## config.mk

```make
export PLATFORM = sky130hd
export DESIGN_NAME = rx_tlp_sender
export DESIGN_NICKNAME = d
export VERILOG_FILES = /design/src/rtl/rx_tlp_sender_pkg.sv /design/src/rtl/rx_tlp_hdr_build.sv /design/src/rtl/rx_tlp_sender.sv
export SDC_FILE = /design/constraint.sdc
export NUM_CORES = 1
export LEC_CHECK = 0
export CAP_MARGIN = 10
export CORE_ASPECT_RATIO = 0.7
export CORE_MARGIN = 2
export CORE_UTILIZATION = 45
export DETAILED_ROUTE_END_ITERATION = 10
export GPL_TIMING_DRIVEN = 1
export PLACE_DENSITY = 0.86
export SETUP_SLACK_MARGIN = 0.05
export SYNTH_ARGS = -nofsm -noshare
export SYNTH_HDL_FRONTEND = slang
export SYNTH_HIERARCHICAL = 1
export SYNTH_SLANG_ARGS = --single-unit
```

## constraint.sdc

```tcl
create_clock -name clk -period 6.2 [get_ports clk]
set_clock_uncertainty 0.15 [all_clocks]
set_input_delay 0.62 -clock clk [delete_from_list [all_inputs] [get_ports clk]]
set_output_delay 0.62 -clock clk [all_outputs]
set_load 0.03 [all_outputs]
```

## src/rtl/rx_tlp_sender_pkg.sv

```systemverilog
// rx_tlp_sender_pkg: FSM states, request kinds, TLP constants and sizing shared by rx_tlp_sender.
package rx_tlp_sender_pkg;
`ifndef BF
`define BF 9
`endif
    localparam int BF = `BF;
    localparam int PAGE_QW_BITS_DEF = 18;
    localparam int HDR_QW_DEF = 16;
    localparam logic [6:0] MWR64 = 7'b11_00000;
    localparam logic [7:0] TKEEP_ALL = 8'hFF;
    typedef enum logic [3:0] {
        S_IDLE, S_WAIT_PAGE, S_HDR0, S_HDR1, S_DATA,
        S_CLOSE_HDR0, S_CLOSE_HDR1, S_CLOSE_DATA, S_SWITCH, S_ACK
    } state_t;
    typedef enum logic [1:0] {REQ_DATA, REQ_LAST, REQ_CHANGE} req_t;
endpackage

```

## src/rtl/rx_tlp_hdr_build.sv

```systemverilog
// rx_tlp_hdr_build: formats the two 64-bit header beats of a 4DW MWr64 TLP.
module rx_tlp_hdr_build
    import rx_tlp_sender_pkg::*;
(
    input  logic [9:0]  length,
    input  logic [15:0] req_id,
    input  logic [63:0] addr,
    output logic [63:0] hdr0,
    output logic [63:0] hdr1
);
    assign hdr0 = {req_id, 8'h00, 4'hF, 4'hF, 1'b0, MWR64, 8'h00, 6'b0, length};
    assign hdr1 = {addr[31:2], 2'b00, addr[63:32]};
endmodule

```

## src/rtl/rx_tlp_sender.sv

```systemverilog
// rx_tlp_sender: emits MWr64 data TLPs from the rx buffer into alternating host huge pages.
// Optional RX_TLP_SENDER_STATS_EN adds tlp_count / qword_count outputs.
module rx_tlp_sender
    import rx_tlp_sender_pkg::*;
#(
    parameter int PAGE_QW_BITS = PAGE_QW_BITS_DEF,
    parameter int HDR_QW = HDR_QW_DEF
) (
    input  logic          clk,
    input  logic          reset_n,
    input  logic          trigger_tlp,
    output logic          trigger_tlp_ack,
    input  logic          change_huge_page,
    input  logic          send_last_tlp,
    output logic          change_huge_page_ack,
    input  logic [4:0]    qwords_to_send,
    output logic [BF:0]   rd_addr,
    input  logic [63:0]   rd_data,
    input  logic [63:0]   huge_page_addr_1,
    input  logic [63:0]   huge_page_addr_2,
    input  logic          huge_page_status_1,
    input  logic          huge_page_status_2,
    output logic          huge_page_free_1,
    output logic          huge_page_free_2,
    input  logic [15:0]   cfg_completer_id,
    input  logic          s_axis_tx_tready,
    output logic [63:0]   s_axis_tx_tdata,
    output logic [7:0]    s_axis_tx_tkeep,
    output logic          s_axis_tx_tlast,
    output logic          s_axis_tx_tvalid
`ifdef RX_TLP_SENDER_STATS_EN
    ,
    output logic [31:0]   tlp_count,
    output logic [31:0]   qword_count
`endif
);
    state_t                state, state_nxt;
    req_t                  req;
    logic [4:0]            qw;
    logic [4:0]            idx;
    logic [BF:0]           rd_ptr;
    logic [PAGE_QW_BITS:0] offset;
    logic                  cur_page2;
    logic [63:0]           hold;
    logic                  hold_v;
    logic                  hs, last_beat, page_ready, closing, data_done;
    logic [63:0]           page_base, hdr0, hdr1;

    assign hs = s_axis_tx_tvalid && s_axis_tx_tready;
    assign last_beat = idx == qw - 5'd1;
    assign data_done = state == S_DATA && hs && last_beat;
    assign page_ready = cur_page2 ? huge_page_status_2 : huge_page_status_1;
    assign page_base = cur_page2 ? huge_page_addr_2 : huge_page_addr_1;
    assign closing = state == S_CLOSE_HDR0 || state == S_CLOSE_HDR1;

    rx_tlp_hdr_build u_hdr (
        .length (closing ? 10'd2 : {4'b0, qw, 1'b0}),
        .req_id (cfg_completer_id),
        .addr   (closing ? page_base : page_base + (64'(offset) << 3)),
        .hdr0   (hdr0),
        .hdr1   (hdr1)
    );

    always_ff @(posedge clk or negedge reset_n)
        if (!reset_n) state <= S_IDLE;
        else state <= state_nxt;

    always_comb begin
        state_nxt = state;
        case (state)
            S_IDLE:       if (send_last_tlp || change_huge_page || trigger_tlp) state_nxt = S_WAIT_PAGE;
            S_WAIT_PAGE:  if (page_ready) state_nxt = req == REQ_CHANGE ? S_CLOSE_HDR0 : S_HDR0;
            S_HDR0:       if (hs) state_nxt = S_HDR1;
            S_HDR1:       if (hs) state_nxt = S_DATA;
            S_DATA:       if (hs && last_beat) state_nxt = req == REQ_LAST ? S_CLOSE_HDR0 : S_ACK;
            S_CLOSE_HDR0: if (hs) state_nxt = S_CLOSE_HDR1;
            S_CLOSE_HDR1: if (hs) state_nxt = S_CLOSE_DATA;
            S_CLOSE_DATA: if (hs) state_nxt = S_SWITCH;
            S_SWITCH:     state_nxt = S_ACK;
            S_ACK:        state_nxt = S_IDLE;
            default:      state_nxt = S_IDLE;
        endcase
    end

    // rd_addr runs one qword ahead; hold keeps the returned qword while the beat is stalled
    always_comb begin
        s_axis_tx_tvalid = state inside {S_HDR0, S_HDR1, S_DATA, S_CLOSE_HDR0, S_CLOSE_HDR1, S_CLOSE_DATA};
        s_axis_tx_tlast = (state == S_DATA && last_beat) || state == S_CLOSE_DATA;
        s_axis_tx_tkeep = TKEEP_ALL;
        s_axis_tx_tdata = state == S_HDR0 || state == S_CLOSE_HDR0 ? hdr0 :
                          state == S_HDR1 || state == S_CLOSE_HDR1 ? hdr1 :
                          state == S_DATA ? (hold_v ? hold : rd_data) :
                          state == S_CLOSE_DATA ? 64'(offset) : 64'd0;
        rd_addr = rd_ptr + (BF+1)'(state == S_DATA ? idx + 5'd1 : 5'd0);
        trigger_tlp_ack = state == S_ACK && req == REQ_DATA;
        change_huge_page_ack = state == S_ACK && req != REQ_DATA;
        huge_page_free_1 = state == S_SWITCH && !cur_page2;
        huge_page_free_2 = state == S_SWITCH && cur_page2;
    end

    always_ff @(posedge clk or negedge reset_n) begin
        if (!reset_n) begin
            req <= REQ_DATA;
            qw <= 5'd0;
            idx <= 5'd0;
            rd_ptr <= '0;
            offset <= (PAGE_QW_BITS+1)'(HDR_QW);
            cur_page2 <= 1'b0;
            hold <= 64'd0;
            hold_v <= 1'b0;
        end else begin
            if (state == S_IDLE) begin
                qw <= qwords_to_send;
                req <= send_last_tlp ? REQ_LAST : change_huge_page ? REQ_CHANGE : REQ_DATA;
            end
            if (state == S_HDR1) idx <= 5'd0;
            if (state == S_DATA && hs) idx <= idx + 5'd1;
            if (state == S_DATA && hs) hold_v <= 1'b0;
            else if (state == S_DATA && !hold_v) begin
                hold_v <= 1'b1;
                hold <= rd_data;
            end
            if (data_done) begin
                offset <= offset + (PAGE_QW_BITS+1)'(qw);
                rd_ptr <= rd_ptr + (BF+1)'(qw);
            end
            if (state == S_SWITCH) begin
                cur_page2 <= ~cur_page2;
                offset <= (PAGE_QW_BITS+1)'(HDR_QW);
            end
        end
    end

`ifdef RX_TLP_SENDER_STATS_EN
    always_ff @(posedge clk or negedge reset_n) begin
        if (!reset_n) begin
            tlp_count <= 32'd0;
            qword_count <= 32'd0;
        end else begin
            if (hs && s_axis_tx_tlast) tlp_count <= tlp_count + 32'd1;
            if (data_done) qword_count <= qword_count + 32'(qw);
        end
    end
`endif
endmodule

```

==> results.json <==
{
  "fin_ws_ns": 0.1968,
  "finalHoldViolations": 0,
  "cp_data_required_time_ns": 5.43,
  "power_density_nw_per_um2": 511.6,
  "cts.sinks": 111,
  "max_slew_margin_pct": 20.42,
  "setup_viol": 0,
  "die_h_um": 140.5,
  "status": "complete, no violations",
  "grt_pass1_wl_um": 62490,
  "numPortBuffers": 296,
  "fin_crit_ns": 6.003,
  "cp-start-kind": "flip-flop",
  "slowest_stage": "or4_1",
  "firstDrtPassIters": 5,
  "cts_hold_buf": 0,
  "rows": 49,
  "critPathBufInv": 1,
  "grt_pass1_vias": 11320,
  "vias": 11620,
  "ys_warn_count": 6,
  "vias_per_cell": 5.958,
  "max_stage_delay_ns": 0.86,
  "max_freq_mhz": 166.6,
  "ctsRootBufferMaster": "clkbuf_16",
  "nets": 1848,
  "die_w_um": 199.0,
  "grt_max_degree": 87,
  "avgSynthCellArea_um2": 8.363,
  "final.period_utilization_pct": 96.83,
  "critical_path_class": "reg2out",
  "totalWireLength_um": 41500,
  "num_io_pins": 309,
  "dpl.cell_count": 1928,
  "rsz0062_at_grt": "false",
  "drt_iter0_drc": 921,
  "place_ws_ns": 0.4897,
  "p_int_mw": 3.648,
  "p_clk_share_pct": 8.4,
  "fp.dieArea_um2": 27950,
  "switching_share_pct": 51.59,
  "worst_pin_slew_ns": 1.194,
  "arrival_ns": 5.23,
  "hold_slack_ns": 0.2170,
  "track_usage_pct": 28.92,
  "drive_above_1_share_pct": 13.32,
  "cts-buffers-inserted": 9,
  "cts.reportedPaths.clkPinSlew_ns": 0.09,
  "coreArea_um2": 25930,
  "fin_area_um2": 14730,
  "crit_family": "compound AO/OA/AOI/OAI gates",
  "cap_violations": 0,
  "place_area_um2": 14340,
  "instances_no_fill": 1950,
  "remaining_drc_errors": 0,
  "globalRouteOverflowTotal": 0,
  "p_switching_mw": 3.888,
  "comb_power_share_pct": 72.9,
  "antenna_found_initial": 4,
  "start_util_pct": 46.18,
  "syn_area_um2": 11980,
  "p_leak_nw": 5.804,
  "critPathCaptureType": "primary output",
  "final_max_slew_viol_count": 0,
  "utilization_pct": 56.80,
  "path_max_fanout": 24,
  "fin_total_pwr_mw": 7.536,
  "syn_inst": 1432,
  "cp_cell_sequence": "mux2_2, ha_1, o21ai_0, o21ai_1, a21oi_1, or4_1, a211oi_1, xnor2_1, nor2_1, o21ai_0, clkdlybuf4s50_1",
  "seq_power_share_pct": 18.7,
  "postRouteAntennaNets": 0,
  "wl_per_cell_um": 21.28,
  "cts_tree": "yes",
  "hold_path.class": "in2async",
  "cp_common_cell": "o21ai_0",
  "clockBufferDepth": 2,
  "cts_max_level": 3,
  "clock_latency_ns": 0.39,
  "irDropWorstVdd_mv": 0.4067,
  "gp_congestion": 0.8809,
  "dp_hpwl_um": 30890,
  "area_delta_synth_final_pct": 23.01,
  "setup_tns_ns": 0
}
[placed cells by master, fill, tap and decap left out, types with 5 or more instances in the layout]
cell / count
nand3_1: 39
nor2b_1: 20
a21oi_1: 60
o21ai_1: 6
nor2_1: 160
clkbuf_16: 9
conb_1: 53
dfrtp_1: 108
a32oi_1: 6
or4_1: 7
o21ai_0: 74
mux2i_1: 36
clkdlybuf4s50_1: 295
xnor2_1: 28
nor4_1: 7
ha_1: 37
a21o_1: 13
or3_1: 8
o211ai_1: 18
and2_1: 8
nor3_1: 15
a211oi_1: 12
a22oi_1: 6
o31ai_1: 10
nand3b_1: 17
nand2b_1: 8
o2111ai_1: 10
xor2_1: 52
buf_4: 14
inv_1: 25
and3_1: 8
nand2_1: 101
nand4b_1: 5
nand4_1: 12
o21a_1: 6
a221oi_1: 65
mux2_2: 156
[registers in the layout, summed over array words and instances (netlist names)]
| register | count |
|---|---|
| qw | 5 |
| idx | 5 |
| hold_v | 1 |
| offset | 19 |
| req | 2 |
| state | 4 |
| hold | 64 |
| cur_page2 | 1 |
| rd_ptr | 10 |
[cell type report]
cell class	instances	area (µm²)
tap	357	446.7
antenna	2	5.005
inverter	25	93.84
clock buffer	9	225.2
multi-input combinational	1127	7965
clock inverter	7	85.08
sequential	111	2784
fill	2307	11200
timing repair buffer	312	3126
[final timing paths]
| path | cells past startpoint | endpoint | slack [ns] | startpoint |
|---|---|---|---|---|
| setup / recovery | 11 | s_axis_tx_tdata[4] | 0.20 | cur_page2$_DFFE_PN0P_ |
| setup reg to reg | 7 | offset[10]$_DFFE_PN0P_ | 2.18 | state[3]$_DFFE_PN0P_ |
| max in group asynchronous | 2 | hold[30]$_DFFE_PN0P_ | 4.48 | reset_n |
| hold / removal | 1 | qw[2]$_DFFE_PN0P_ | 0.22 | reset_n |
| hold reg to reg | 1 | hold[45]$_DFFE_PN0P_ | 0.36 | hold[45]$_DFFE_PN0P_ |
| min in group clk | 1 | hold[45]$_DFFE_PN0P_ | 0.36 | hold[45]$_DFFE_PN0P_ |
[per-layer routing]
layer / GRT usage, % / vias up / wire [µm]
li1: - / 5349 / -
met1: 36.38 / 5626 / 16830
met2: 47.35 / 569 / 19300
met3: 9.246 / 70 / 4484
met4: 8.641 / 4 / 851
met5: 0 / - / 27
[power groups by stage]
stage | clock network (mW) | logic [mW] | registers [mW]
6_report | 0.637 | 5.49 | 1.41
5_1_grt | 0.674 | 5.87 | 1.44
2_1_floorplan | 0 | 4.08 | 1.18
3_5_place_dp | 0 | 5.41 | 1.42
4_1_cts | 0.645 | 5.43 | 1.41
3_3_place_gp | 0 | 5.29 | 1.39
[repair_timing]
item                                    4_1_cts  5_1_grt
setup buffers                                 0        4
hold endpoints to repair                      0        0
endpoints found under the setup margin        0       35
gates resized for setup                       0        1
[worst reg2reg max path, cell delays in order (launching register included)]
cell and delay, ns:
dfrtp_1 0.57, nand2b_1 0.32, nor3_4 0.17, buf_4 0.69
nand2_1 0.36, or3_1 0.88, or4_1 0.68, a21oi_1 0.15
(Power assumes the default switching activity.)
